## src/rtl/stream_to_memory.sv

```systemverilog
// rtl/stream_to_memory.sv - Avalon-ST to Avalon-MM halfword writeback engine with CSR slave
// A FIFO decouples stream backpressure from memory waitrequest; transfers run from latched pointer/count.
module stream_to_memory #(
    parameter int FIFO_DEPTH = 16
) (
    input  logic        clock,
    input  logic        clock_sreset,
    input  logic [3:0]  s_address,
    output logic [31:0] s_readdata,
    input  logic [31:0] s_writedata,
    input  logic        s_read,
    input  logic        s_write,
    output logic        s_waitrequest,
    output logic [31:0] wm_address,
    output logic [15:0] wm_writedata,
    output logic [1:0]  wm_byteenable,
    output logic        wm_write,
    input  logic        wm_waitrequest,
    output logic        st_ready,
    input  logic        st_valid,
    input  logic        st_sop,
    input  logic        st_eop,
    input  logic [15:0] st_data
);

    localparam int AW = $clog2(FIFO_DEPTH);
    localparam logic [AW:0] FULL_CNT = (AW+1)'(FIFO_DEPTH);

    typedef enum logic [1:0] {
        S_IDLE   = 2'd0,
        S_RUN    = 2'd1,
        S_FINISH = 2'd2
    } state_t;

    state_t        r_state;
    state_t        w_state_nxt;

    logic [31:0]   r_pointer;
    logic [23:0]   r_word_count;
    logic [23:0]   r_count;
    logic [23:0]   r_accepted;
    logic [23:0]   r_written;
    logic [31:0]   r_wm_address;
    logic [15:0]   r_wm_writedata;
    logic          r_wm_write;
    logic          r_done;
    logic          r_eop_err;
    logic          r_full;
    logic          r_rd_phase;
    logic [31:0]   r_readdata;
    logic [15:0]   r_fifo [FIFO_DEPTH];
    logic [AW-1:0] r_wr_ptr;
    logic [AW-1:0] r_rd_ptr;
    logic [AW:0]   r_fifo_cnt;

    logic          w_go;
    logic          w_start;
    logic          w_busy;
    logic          w_st_ready;
    logic          w_push;
    logic          w_pop;
    logic          w_load;
    logic          w_last_word;
    logic          w_last_write;
    logic [AW:0]   w_fifo_cnt_nxt;
    logic [AW-1:0] w_head_ptr;
    logic [31:0]   w_rd_mux;
    logic          w_unused;

    assign w_unused       = st_sop;
    assign w_go           = s_write && (s_address == 4'd0) && s_writedata[0];
    assign w_start        = w_go && (r_state == S_IDLE);
    assign w_push         = st_valid && w_st_ready;
    assign w_pop          = r_wm_write && !wm_waitrequest;
    assign w_last_word    = (r_accepted == r_count - 24'd1);
    assign w_last_write   = (r_written + 24'd1 == r_count);
    assign w_fifo_cnt_nxt = r_fifo_cnt + (AW+1)'(w_push) - (AW+1)'(w_pop);
    // While a write is outstanding its word is still the FIFO head, so the next word sits one behind.
    assign w_head_ptr     = r_wm_write ? r_rd_ptr + AW'(1) : r_rd_ptr;
    assign w_load         = (r_state == S_RUN) &&
                            ((!r_wm_write && (r_fifo_cnt != '0)) ||
                             (w_pop && (r_fifo_cnt > (AW+1)'(1))));

    always_comb begin
        w_state_nxt = r_state;
        w_st_ready  = 1'b0;
        w_busy      = 1'b0;
        case (r_state)
            S_IDLE: begin
                if (w_go) begin
                    w_state_nxt = (r_word_count == 24'd0) ? S_FINISH : S_RUN;
                end
            end
            S_RUN: begin
                w_busy     = 1'b1;
                w_st_ready = !r_full && (r_accepted < r_count);
                if (w_pop && w_last_write) begin
                    w_state_nxt = S_FINISH;
                end
            end
            S_FINISH: begin
                w_state_nxt = S_IDLE;
            end
            default: begin
                w_state_nxt = S_IDLE;
            end
        endcase
    end

    always_comb begin
        w_rd_mux = 32'd0;
        case (s_address)
            4'd0:    w_rd_mux = {28'd0, r_eop_err, r_done, w_busy, 1'b0};
            4'd1:    w_rd_mux = r_pointer;
            4'd2:    w_rd_mux = {8'd0, r_word_count};
            4'd3:    w_rd_mux = {8'd0, r_written};
            default: w_rd_mux = 32'd0;
        endcase
    end

    always_ff @(posedge clock) begin
        if (w_push) begin
            r_fifo[r_wr_ptr] <= st_data;
        end
    end

    always_ff @(posedge clock) begin
        if (clock_sreset) begin
            r_state        <= S_IDLE;
            r_pointer      <= 32'd0;
            r_word_count   <= 24'd0;
            r_count        <= 24'd0;
            r_accepted     <= 24'd0;
            r_written      <= 24'd0;
            r_wm_address   <= 32'd0;
            r_wm_writedata <= 16'd0;
            r_wm_write     <= 1'b0;
            r_done         <= 1'b0;
            r_eop_err      <= 1'b0;
            r_full         <= 1'b0;
            r_wr_ptr       <= '0;
            r_rd_ptr       <= '0;
            r_fifo_cnt     <= '0;
            r_rd_phase     <= 1'b0;
            r_readdata     <= 32'd0;
        end else begin
            r_state <= w_state_nxt;

            if (s_write) begin
                case (s_address)
                    4'd1:    r_pointer    <= s_writedata;
                    4'd2:    r_word_count <= s_writedata[23:0];
                    default: ;
                endcase
            end

            if (w_start) begin
                r_wm_address <= r_pointer;
                r_count      <= r_word_count;
                r_done       <= 1'b0;
                r_eop_err    <= 1'b0;
                r_accepted   <= 24'd0;
                r_written    <= 24'd0;
                r_wr_ptr     <= '0;
                r_rd_ptr     <= '0;
                r_fifo_cnt   <= '0;
                r_full       <= 1'b0;
                r_wm_write   <= 1'b0;
            end else begin
                if (w_push) begin
                    r_wr_ptr   <= r_wr_ptr + AW'(1);
                    r_accepted <= r_accepted + 24'd1;
                    // eop must appear exactly on the final word of the transfer.
                    if (st_eop != w_last_word) begin
                        r_eop_err <= 1'b1;
                    end
                end
                if (w_pop) begin
                    r_rd_ptr     <= r_rd_ptr + AW'(1);
                    r_wm_address <= r_wm_address + 32'd2;
                    r_written    <= r_written + 24'd1;
                end
                r_fifo_cnt <= w_fifo_cnt_nxt;
                r_full     <= (w_fifo_cnt_nxt == FULL_CNT);
                if (w_load) begin
                    r_wm_write     <= 1'b1;
                    r_wm_writedata <= r_fifo[w_head_ptr];
                end else if (w_pop) begin
                    r_wm_write <= 1'b0;
                end
                if (r_state == S_FINISH) begin
                    r_done <= 1'b1;
                end
            end

            if (r_rd_phase) begin
                r_rd_phase <= 1'b0;
            end else if (s_read) begin
                r_rd_phase <= 1'b1;
                r_readdata <= w_rd_mux;
            end
        end
    end

    assign s_waitrequest = s_read && !r_rd_phase;
    assign s_readdata    = r_readdata;
    assign wm_address    = r_wm_address;
    assign wm_writedata  = r_wm_writedata;
    assign wm_write      = r_wm_write;
    assign wm_byteenable = 2'b11;
    assign st_ready      = w_st_ready;

endmodule

```

## config.mk

```make
export PLATFORM = sky130hd
export DESIGN_NAME = stream_to_memory
export DESIGN_NICKNAME = d
export VERILOG_FILES = /design/src/rtl/stream_to_memory.sv
export SDC_FILE = /design/constraint.sdc
export NUM_CORES = 1
export LEC_CHECK = 0
export ABC_AREA = 1
export ABC_CLOCK_PERIOD_IN_PS = 5000
export CORE_MARGIN = 1
export CORE_UTILIZATION = 48
export DETAILED_ROUTE_END_ITERATION = 16
export PLACE_DENSITY = 0.7
export SKIP_CTS_REPAIR_TIMING = 1
export SYNTH_ARGS = -nofsm -noshare
export SYNTH_HDL_FRONTEND = slang
export SYNTH_SLANG_ARGS = --single-unit
```

## constraint.sdc

```tcl
create_clock -name clock -period 5 [get_ports clock]
set_input_delay 0.75 -clock clock [delete_from_list [all_inputs] [get_ports clock]]
set_output_delay 0.75 -clock clock [all_outputs]
set_load 0.03 [all_outputs]
```

# After elaboration in Yosys (flattened, before gate mapping)
# Memories as Yosys holds them, arrays and structs flattened. A register that Yosys moved wholly into a read port is not among the register bits.
# Index checks and enable logic that the tools add are counted.
dict set report totals {
  reg_bits 212
  ram_bits 256
  input_bits 60
  output_inout_bits 85
  elab_cells 85
  memories 1
}
dict set report op_classes {
  addsub 8
  magnitude_cmp 2
  eq_ne 11
  mux 15
  n_bitwise 2
  reduce_logical 30
}
# name depth width rd rd_clocked_by_memory_dff wr line_no
set memory_table {}
lappend memory_table {r_fifo 16 16 1 1 1 51} ;# logic [15:0] r_fifo [FIFO_DEPTH];
# op count
set ops {}
lappend ops {{$pmux 32 s4} 1}
lappend ops {{$mux 32} 2}
lappend ops {{$add 24x1->24 const B} 2}
lappend ops {{$eq 24x24->1} 2}
lappend ops {{$add 32x2->32 const B} 1}
lappend ops {{$logic_not 24->1} 1}
lappend ops {{$lt 24x24->1} 1}
lappend ops {{$sub 24x1->24 const B} 1}
lappend ops {{$reduce_and 2->1} 6}
lappend ops {{$logic_and 1x1->1} 11}
lappend ops {{$add 4x1->4 const B} 2}
lappend ops {{$eq 4x2->1 const B} 2}
lappend ops {{$mux 1} 7}
lappend ops {{$mux 2} 3}
lappend ops {{$add 5x1->5} 1}
lappend ops {{$eq 5x5->1 const B} 1}
lappend ops {{$gt 5x1->1 const B} 1}
lappend ops {{$reduce_bool 5->1} 1}
lappend ops {{$sub 5x1->5} 1}
lappend ops {{$eq 4x1->1 const B} 1}
lappend ops {{$logic_not 1->1} 4}
lappend ops {{$logic_not 4->1} 1}
lappend ops {{$mux 4} 1}
lappend ops {{$pmux 2 s2} 1}
lappend ops {{10 further kinds} 13}

# Depth between registers and ports, before layout
dict set report logic_depth {
  depth_word 7
  depth_mapped 22
  mapped_depth_nobuf 21
}

# Worst setup path after synthesis
# OpenSTA, ideal clock, no wires.
dict set report synth_path {
  path_type {register -> register}
  from {register r_count[11]}
  to {register r_full}
  setup_time_ns 0.064
  arrival_time_ns 3.311
  required_ns 4.936
  slack_ns 1.624
  path_stages_with_launch 21
  path_buffers 1
  synth_period_minus_slack_ns 3.376
  path_cell_list {dfxtp_1 inv_1 ha_1 a21oi_1 o21ai_0 a21oi_1 o21ai_0 nand2_1 nand2_1 inv_1 nand2_1 buf_1 ha_1 inv_1 ha_1 inv_1 fa_1 o31ai_1 xnor2_1 nand2_1 nor2_1}
}
dict set report synth_between {
  elab_chain_cells 7
}
# element line_no
set synth_lines {}
lappend synth_lines {{start, declared} 40} ;# logic [23:0] r_count;
lappend synth_lines {{start signal, assigned} 159} ;# r_count <= r_word_count;
lappend synth_lines {{$lt 24x24->1} 96} ;# w_st_ready = !r_full && (r_accepted < r_count);
lappend synth_lines {{$logic_and 1x1->1} 96}
lappend synth_lines {{$mux 1} 88} ;# case (r_state)
lappend synth_lines {{named net st_ready} 19} ;# output logic st_ready,
lappend synth_lines {{$logic_and 1x1->1} 73} ;# assign w_push = st_valid && w_st_ready;
lappend synth_lines {{$add 5x1->5} 77} ;# assign w_fifo_cnt_nxt = r_fifo_cnt + (AW+1)'(w_push) - (AW+1)'(w_pop);
lappend synth_lines {{$sub 5x1->5} 77}
lappend synth_lines {{$eq 5x5->1} 184} ;# r_full <= (w_fifo_cnt_nxt == FULL_CNT);
lappend synth_lines {{end signal, assigned} 184}
lappend synth_lines {{end, declared} 48} ;# logic r_full;
# The timed path passes the listed nets, and every way through them passes these cells.
# A chain may end at the register's enable or synchronous reset.

# Worst setup path in the final report
dict set report layout_path {
  from {register r_count[3]}
  to {output port st_ready}
}
dict set report layout_between {
  elab_chain_cells 3
}
# element line_no
set layout_lines {}
lappend layout_lines {{$lt 24x24->1} 96}
lappend layout_lines {{$logic_and 1x1->1} 96}
lappend layout_lines {{$mux 1} 88}
lappend layout_lines {{end, declared} 19}
# No other way between the ends.

==> out/results.ini <==
[detailed_routing]
vias = 18800
dr.pass1.iters = 11
route.detailed.drc = 6
vias_per_cell = 5.68
postRouteAntennaNets = 0
drtIter0Drc = 1589
wl_per_cell_um = 19.3
postRouteWirelength_um = 64000

[synthesis]
yosysTopAreaCellShare_pct = 33.8
netlist_top_cells_area = edfxtp_1 34%, dfxtp_1 20%, nand2_1 7.0%
synth_mux_area_share_pct = 0
syn_avg_cell_area_sq_um = 8.87
synth_simple_gate_area_share_pct = 18.1
synth.most_common_cell = nand2_1
async_flop_share_pct = 0
syn_inst = 2563
synth_cell_types = 58
synth_top_cell_by_area = edfxtp_1
yosys_warnings = 0
synth_edf_count = 256
syn_area_sq_um = 22700
ys_seq_area_share_pct = 53.9
synth_top_flop_cell = edfxtp_1
synth-compound-area-share_pct = 15.8
ys_top_cells_by_count = 426 x nand2_1, 341 x nor2_1, 256 x edfxtp_1
synth_top_family_by_area = simple AND/OR/NAND/NOR gates
synth_seq_cells = 484
synthAdderAreaFrac_pct = 2.34
yosys.area_share.xor_xnor_pct = 3.18

[layout]
area_delta_synth_final_pct = 15.6
design_area_sq_um = 26300
drive_gt1_share_pct = 6.10
nFillCells = 4085
n_antenna_cell = 0
fin_nets = 2770

[grt]
grtUsageMet2_pct = 41.0
busiest_layer = met2
met3_usage_pct = 5.70
met1_usage_pct = 37.3
grt_max_degree = 87
gr-total-overflow = 0
grt_pass1_wl_um = 98800
antenna_found_initial = 8
grt_pass1_vias = 17600
grt_usage_pct = 26.5

[min_path]
whs_path_depth = 2
hold_path_class = in2reg

[timing]
period_share_pct = 75.2
rsz0062_at_grt = no
tightest_slew_ns = 1.09
period_needed_ns = 3.76
setup_violations = 0
finalHoldViolCount = 0
max_freq_mhz = 266
slew_violations = 0
fin_setup_tns_ns = 0
maxSlewHeadroom_pct = 27.3
finalClockSkew_ns = 0.0220

[setup_path]
path_buf_inv = 3
cp_slowest_cell = clkdlybuf4s50_1
path_max_fanout = 5
max_stage_delay_ns = 0.68
crit_arrival_ns = 3.01
critPathKind = reg2out
r2r.worst_path.cells = 19
critPathTopFamily = buffers and inverters
cp.depth = 10
start_kind = flip-flop
path_cells = inv_1, ha_1, a21oi_1, o21ai_0, a21oi_1, o21ai_0, nand2_1, nand2_1, inv_1, clkdlybuf4s50_1
cp_data_required_time_ns = 4.25
end_kind = output port

[clocking]
clock-sinks = 484
cts_htree_levels = 2
cts-root-buf = clkbuf_16
clk-insertion-delay-late_ns = 0.60
numCtsBuffers = 50
cts_tree = yes
clkTransAtPathRegs_ns = 0.06
clockBufferDepth = 3

[die]
die_h_um = 220
rows = 79
core_sq_um = 46700
dieWidth_um = 220
die_area_sq_um = 48300
initial_core_util_pct = 48.8
ios = 145

[status]
outcome = complete, but fails checks
failed_checks = DRC

[placed_design]
gp_congestion = 0.923
place_hpwl_um = 43200
port_buffers = 141
dpl_cell_area_sq_um = 24700

[power]
power_density_nw_per_um2 = 311
pwr-share-clk_pct = 44.7
net-switching-power_mw = 1.75
peakVddDrop_v = 0.000314
internal_power_mw = 6.42
comb_power_share_pct = 3.8
leakage_nw = 9.47
p_seq_share_pct = 51.5
p_sw_share_pct = 21.4

[run]
maxCapViolCount = 0

## per-stage QoR
step,utilization (%),std cells,setup slack [ns],total power [mW],hold slack [ns]
floorplan,-,2564,1.62,4.46,0.437
global placement,53.0,3223,1.13,4.59,0.453
detailed placement,53.0,3223,1.10,4.60,0.455
CTS,56.4,3311,1.18,8.22,0.415
global route,56.4,3311,0.927,8.40,0.450
finish,56.4,3311,1.24,8.18,0.451
## layout by cell type, fill, tap and decap left out, types with 5 or more instances in the layout
cell / n
edfxtp_1: 256
o221ai_1: 15
nor2_2: 22
a31oi_1: 10
nand3_1: 92
o211ai_1: 33
clkinv_1: 9
inv_1: 251
o21bai_1: 33
a21oi_1: 198
nand3b_1: 5
clkbuf_1: 17
o21ai_0: 210
nor3_1: 27
xor2_1: 41
o311ai_0: 23
o311ai_1: 16
nand2_1: 425
ha_1: 41
o21ai_1: 19
xnor2_1: 29
dfxtp_1: 228
nor4_1: 8
inv_2: 5
clkbuf_16: 51
clkinv_2: 5
o22ai_1: 13
nand4_1: 28
nor2_1: 325
clkdlybuf4s50_1: 140
o32ai_1: 25
buf_4: 37
## metal layers
| metal | wire [um] | share of wire [%] |
|---|---|---|
| met1 | 28100 | 44 |
| met2 | 28600 | 45 |
| met3 | 5650 | 8.8 |
| met4 | 1550 | 2.4 |
| met5 | 88 | 0.14 |
## sequential cells by signal (all words and copies together), names as in the netlist
signal / cells
r_fifo_cnt: 5
wm_address: 32
s_readdata: 32
r_rd_ptr: 4
r_full: 1
r_written: 24
r_state: 2
r_rd_phase: 1
wm_writedata: 16
r_accepted: 24
r_count: 24
r_word_count: 24
r_fifo: 256
r_eop_err: 1
r_done: 1
wm_write: 1
r_pointer: 32
r_wr_ptr: 4
## cell type report
class / count / area [sq um] / area share, %
Multi-Input combinational cell: 1693 / 9020 / 34.3
Tap cell: 607 / 759 / 2.89
Sequential cell: 484 / 12300 / 46.6
Clock buffer: 71 / 1380 / 5.25
Inverter: 260 / 977 / 3.72
Timing Repair Buffer: 179 / 1700 / 6.48
Clock inverter: 17 / 203 / 0.771
## cells by family (layout without fill, tap and decap cells)
| group | Yosys count | in the layout |
|---|---|---|
| and+or+nand+nor | 964 | 964 |
| AOI/OAI and AO/OA | 610 | 610 |
| DFF | 484 | 484 |
| buffers and inverters | 387 | 527 |
| xor gates and xnor gates | 75 | 75 |
| adders and majority gates | 42 | 42 |
| other | 1 | 2 |
## worst paths after layout
| path | end | from | slack, ns |
|---|---|---|---|
| worst min register to register | s_readdata[6] | s_readdata[6] | 0.46 |
| worst max register to register | r_full | r_count[3] | 1.33 |
| worst min-delay path | r_state[0] | clock_sreset | 0.45 |
| worst max-delay path | st_ready | r_count[3] | 1.24 |
## power groups by stage
stage                     Sequential (mW)  Combinational (mW)  Clock (mW)
after floorplan                      4.30               0.153           0
after global placement               4.29               0.297           0
after detailed placement             4.29               0.304           0
after CTS                            4.21               0.306        3.70
after global routing                 4.21               0.339        3.85
final                                4.21               0.308        3.66
Note: power is estimated with default switching activity, not from simulation.
